$ cat config.mk
export PLATFORM = sky130hd
export DESIGN_NAME = uart_tx_arbiter_flat
export DESIGN_NICKNAME = d
export VERILOG_FILES = /design/src/rtl/uart_tx_arbiter_if.sv /design/src/rtl/uart_tx_arbiter.sv /design/src/flat_wrapper.sv
export SDC_FILE = /design/constraint.sdc
export NUM_CORES = 1
export LEC_CHECK = 0
export ABC_AREA = 1
export CORE_ASPECT_RATIO = 0.8
export CORE_UTILIZATION = 43
export DETAILED_ROUTE_END_ITERATION = 10
export GPL_TIMING_DRIVEN = 0
export PLACE_DENSITY = 0.77
export SLEW_MARGIN = 20
export SYNTH_ARGS = -nofsm -noshare
export SYNTH_HDL_FRONTEND = slang
export SYNTH_SLANG_ARGS = --single-unit
$ cat constraint.sdc
create_clock -name clk -period 2.2 [get_ports clk]
set_input_delay 0.22 -clock clk [delete_from_list [all_inputs] [get_ports clk]]
set_output_delay 0.22 -clock clk [all_outputs]
set_load 0.1 [all_outputs]
$ cat src/rtl/uart_tx_arbiter_if.sv
// Requester and transmitter signals of the UART TX arbiter.
// master is the arbiter side, slave is the requester/transmitter side.
interface uart_tx_arbiter_if #(
    parameter int NUM_REQ = 4
);
    logic [NUM_REQ-1:0]   req_valid;
    logic [8*NUM_REQ-1:0] req_data;
    logic [NUM_REQ-1:0]   req_ready;
    logic [15:0]          uart_data;
    logic                 uart_send;
    logic                 uart_set;
    logic                 uart_busy;

    modport master (
        input  req_valid, req_data, uart_busy,
        output req_ready, uart_data, uart_send, uart_set
    );

    modport slave (
        output req_valid, req_data, uart_busy,
        input  req_ready, uart_data, uart_send, uart_set
    );
endinterface

$ cat src/rtl/uart_tx_arbiter.sv
// Round-robin arbiter feeding bytes and baud updates to one UART transmitter.
// Pending baud changes take priority over all requesters.
module uart_tx_arbiter #(
    parameter int          NUM_REQ      = 4,
    parameter logic [15:0] BAUD_DEFAULT = 16'h186a
) (
    input  logic        clk,
    input  logic        reset,
    uart_tx_arbiter_if.master bus,
    input  logic        cfg_wr,
    input  logic [15:0] cfg_baud,
    output logic [2:0]  grant_id,
    output logic        active,
    output logic [15:0] baud_cur
);

    typedef enum logic [2:0] {
        IDLE,
        CFG,
        SEND,
        ACK,
        DONE
    } state_t;

    localparam logic [2:0] LAST = 3'(NUM_REQ - 1);

    state_t state, state_d;

    logic               cfg_pend;
    logic [15:0]        pend_val;
    logic [2:0]         rr_ptr;
    logic               sel_hit;
    logic [2:0]         sel_idx;
    logic               accept;
    logic [NUM_REQ-1:0] ready;
    logic [15:0]        data_q;
    logic               send_q;
    logic               set_q;

    // First valid requester at or after rr_ptr, wrapping around.
    always_comb begin
        int j;
        sel_hit = 1'b0;
        sel_idx = '0;
        j       = 0;
        for (int k = NUM_REQ - 1; k >= 0; k--) begin
            j = int'(rr_ptr) + k;
            if (j >= NUM_REQ) j = j - NUM_REQ;
            if (bus.req_valid[j]) begin
                sel_hit = 1'b1;
                sel_idx = 3'(j);
            end
        end
    end

    always_comb begin
        state_d = state;
        ready   = '0;
        accept  = 1'b0;
        unique case (state)
            IDLE: begin
                if (cfg_pend) begin
                    state_d = CFG;
                end else if (sel_hit) begin
                    ready[sel_idx] = 1'b1;
                    accept         = 1'b1;
                    state_d        = SEND;
                end
            end
            CFG:  state_d = IDLE;
            SEND: state_d = ACK;
            ACK:  if (bus.uart_busy) state_d = DONE;
            DONE: if (!bus.uart_busy) state_d = IDLE;
            default: state_d = IDLE;
        endcase
    end

    always_ff @(posedge clk or posedge reset) begin
        if (reset) state <= IDLE;
        else       state <= state_d;
    end

    always_ff @(posedge clk or posedge reset) begin
        if (reset) begin
            send_q   <= 1'b0;
            set_q    <= 1'b0;
            data_q   <= '0;
            grant_id <= '0;
            rr_ptr   <= '0;
            cfg_pend <= 1'b0;
            pend_val <= '0;
            baud_cur <= BAUD_DEFAULT;
        end else begin
            send_q <= (state_d == SEND);
            set_q  <= (state_d == CFG);
            // A write landing in the CFG cycle survives for another pass.
            if (cfg_wr) begin
                pend_val <= cfg_baud;
                cfg_pend <= 1'b1;
            end else if (state == CFG) begin
                cfg_pend <= 1'b0;
            end
            if (accept) begin
                data_q   <= {8'h00, bus.req_data[{sel_idx, 3'b000} +: 8]};
                grant_id <= sel_idx;
                rr_ptr   <= (sel_idx == LAST) ? 3'd0 : sel_idx + 3'd1;
            end else if (state == IDLE && cfg_pend) begin
                data_q <= cfg_wr ? cfg_baud : pend_val;
            end
            if (state == CFG) baud_cur <= data_q;
        end
    end

    assign bus.req_ready = ready;
    assign bus.uart_data = data_q;
    assign bus.uart_send = send_q;
    assign bus.uart_set  = set_q;
    assign active        = (state != IDLE);

endmodule

$ cat src/flat_wrapper.sv
// flat-port wrapper written by rule: the top's interface ports become plain ports
module uart_tx_arbiter_flat 
#(
    parameter int          NUM_REQ      = 4,
    parameter logic [15:0] BAUD_DEFAULT = 16'h186a
)
  (clk, reset, cfg_wr, cfg_baud, grant_id, active, baud_cur, bus_req_valid, bus_req_data, bus_uart_busy, bus_req_ready, bus_uart_data, bus_uart_send, bus_uart_set);
  uart_tx_arbiter_if #(.NUM_REQ(NUM_REQ)) bus_i ();
  input  logic clk;
  input  logic reset;
  input  logic cfg_wr;
  input  logic [15:0] cfg_baud;
  output logic [2:0] grant_id;
  output logic active;
  output logic [15:0] baud_cur;
  input wire logic [$bits(bus_i.req_valid)-1:0] bus_req_valid;
  input wire logic [$bits(bus_i.req_data)-1:0] bus_req_data;
  input wire logic [$bits(bus_i.uart_busy)-1:0] bus_uart_busy;
  output wire logic [$bits(bus_i.req_ready)-1:0] bus_req_ready;
  output wire logic [$bits(bus_i.uart_data)-1:0] bus_uart_data;
  output wire logic [$bits(bus_i.uart_send)-1:0] bus_uart_send;
  output wire logic [$bits(bus_i.uart_set)-1:0] bus_uart_set;
  assign bus_i.req_valid = bus_req_valid;
  assign bus_i.req_data = bus_req_data;
  assign bus_i.uart_busy = bus_uart_busy;
  assign bus_req_ready = bus_i.req_ready;
  assign bus_uart_data = bus_i.uart_data;
  assign bus_uart_send = bus_i.uart_send;
  assign bus_uart_set = bus_i.uart_set;
  uart_tx_arbiter #(.NUM_REQ(NUM_REQ), .BAUD_DEFAULT(BAUD_DEFAULT)) u_core (.clk(clk), .reset(reset), .bus(bus_i), .cfg_wr(cfg_wr), .cfg_baud(cfg_baud), .grant_id(grant_id), .active(active), .baud_cur(baud_cur));
endmodule
==> metrics <==
run status complete, but fails checks; failing checks setup timing; CP startpoint u_core.rr_ptr[0]; Final Hold Violating Endpoints 0; Worst Hold Depth 3; Synth Cell Area 0.00326 mm²; Num CTS Buffers 9; post-route cell area 0.00491 mm²; routability cong. 0.832; Layout Skew 0.00497 ns; dpl ws -1.12 ns; initial antenna violation count 0; area delta synth->final 50.7%; clk buf depth 2; worst reg2reg startpoint u_core.rr_ptr[0]; worst r2r path cells 17; port bufs 96; crit path max fanout 6; Sink Count 60; EDFF count, synth 0; critical path's top delay family buffers and inverters; Worst Setup End Kind primary output; Async S/R FF share, synth 100%; Placed Area 0.00445 mm²; Slew Viols, Final 0; largest net degree at the start of global routing 61; H-tree depth 3; number of max-cap violations 0; Commonest cells post-synth 145 x nand2_1, 55 x inv_1, 54 x dfrtp_1, 29 x nand3_1, 25 x o21ai_0; total track usage 24.5%; flops & latches, synth 60; minimum hold slack 0.255 ns; Core Box Area 0.00709 mm²; Root Driver clkbuf_8; Tcrit/Tclk final 115%; hold_buf cts 0; CP bufs+invs 7; Yosys Warn Count 0; Skew-Pair Late Insertion Delay 0.33 ns; ant diodes 0; gr ovfl total 0; DIE HEIGHT 79.8 µm; worst slew pin tran 1.02 ns; FF-to-FF End u_core.bus.uart_data[4]; CP Cell Sequence buf_6 -> inv_8 -> ha_4 -> inv_4 -> nand3_4 -> nand2_4 -> inv_4 -> buf_4 -> nand2_4 -> nand2_8 -> nand2_8 -> ha_4 -> inv_2 -> nor2_4 -> buf_12; Max Clk Rate 394 MHz; Crit Path Class reg2out; DRT Pass-1 Iters 4; register area share after synthesis 46.3%; Met1 Routed Length 4080 µm; synthesized instance count 416; Detailed Route WL 9050 µm; slowest stage cell on the critical path dfrtp_1; R2R Setup Slk 0 ns; Final Setup Violations 5; Hold Crit Class in2reg; Rows 27; crit path capture bus_req_ready[3]; cell taking the most area after synthesis dfrtp_1; Distinct cells, synth 32; drt via density 4.95; initial core utilization 45.9%; clock-pin slew on the worst setup and hold paths 0.06 ns; ys flop type dfrtp_1; count leader, synth nand2_1; Avg Inst Size Synth 7.83 µm²; die width 99.3 µm; final cell count without fillers 635; CTS tree built; share of layout cells above drive strength 1 19.5%; Cells after DPL 599; via count 3,142; Die ar. 0.00793 mm²; min Tclk post-route 2.54 ns; post-route ant nets 0; Remaining DRCs 0; post-synth net total 483; CP Depth 15; Met3 Routed Length 373 µm; Iter 0 DRT Violations 201; Critical Path RT 1.98 ns; ranking of synthesized cells by area dfrtp_1 42%, nand2_1 17%, inv_1 6.3%; # IOs 98; Top Layer Used met4; DR WL/cell 14.3 µm; WP data arrival 2.32 ns; met2 WL 4420 µm; Nets 610; CP max stage delay 0.40 ns; global-route wire length before repair 15,100 µm; Final WS setup -0.336 ns; RSZ-0062 raised after global routing yes; post-synth top area share 41.5%; via count of the first global-routing pass 3,110; Final HPWL DP 6370 µm; critical path launch point type register; Slew headroom 31.7%
-- cells in the final DEF (no fill, tap or decap), drive strengths merged --
master,instances
clkbuf,20
nor3,2
xnor2,2
nor2,25
o21bai,1
o21ai,29
nand3b,8
dfrtp,54
buf,28
xor2,1
nand2,158
nand4,1
dfstp,6
inv,58
clkinv,5
nand3,36
clkdlybuf4s50,85
o211ai,1
dlygate4sd2,7
a21oi,10
ha,11
-- final cells by class --
class / count / area [µm²]
fillers: 578 / 2190
multi-input cells: 285 / 1630
flip-flops and latches: 60 / 1510
repair buffers: 116 / 1150
inverters: 61 / 269
clock buffers: 14 / 153
well taps: 87 / 109
plain buffers: 10 / 71.3
clock inverters: 2 / 10.0
-- per-stage QoR --
stage / utilization [%] / setup TNS, ns
after floorplan: - / -0.851
after global placement: 62.6 / -31.17
after detailed placement: 62.7 / -4.44
after CTS: 67.5 / -1.05
after global routing: 69.2 / -2.86
final: 69.2 / -1.27
-- timing repair --
action                                  4_1_cts  5_1_grt
pin swaps                                    12        6
gates resized for setup                      56       18
endpoints found under the setup margin       13       21
gates cloned                                  1        0
buffers inserted                             14        6
-- cells by family after synthesis --
logic type | share of synthesized area, %
flip-flops | 46.3
AO/OA/AOI/OAI | 6.69
adder cells (fa/ha/maj) | 4.23
buffers and inverters | 9.34
AND/OR/NAND/NOR | 32.6
XOR/XNOR | 0.807
-- worst reg2reg max path: stages, from the launching register on --
cell	delay (ns)
dfrtp_1	0.40
buf_6	0.15
inv_8	0.07
ha_4	0.21
inv_4	0.07
nand3_4	0.07
nand2_4	0.09
inv_4	0.05
buf_4	0.14
nand2_4	0.08
nand2_8	0.06
buf_4	0.19
buf_6	0.15
nand3b_1	0.08
nand3_1	0.08
nand2_1	0.09
nand2_2	0.06
a21oi_2	0.10
-- how the worst min path moves through the flow --
stage | slack [ns] | start | to
detailed placement | 0.46 | u_core.pend_val[4] | u_core.pend_val[4]
CTS | 0.25 | cfg_wr | u_core.pend_val[1]
finish | 0.26 | cfg_wr | u_core.pend_val[1]
global placement | 0.45 | u_core.baud_cur[3] | u_core.baud_cur[3]
floorplan | 0.35 | bus_uart_busy | u_core.state[2]
global route | 0.26 | cfg_wr | u_core.pend_val[1]
-- routing by layer --
layer / up-vias / track usage, %
met5: - / 0
met4: 0 / 7.21
met3: 15 / 4.90
met2: 84 / 41.2
met1: 1497 / 32.2
li1: 1546 / -
-- state kept, by name, summed over array words and instances (netlist names) --
name / flops
u_core.baud_cur: 16
u_core.bus.uart_data: 16
u_core.state: 3
u_core.rr_ptr: 3
u_core.grant_id: 3
u_core.cfg_pend: 1
u_core.bus.uart_send: 1
u_core.bus.uart_set: 1
u_core.pend_val: 16
Power is left out: the tool's default activity adds up to more than one toggle a clock period on the data nets, which glitch-free logic cannot reach.
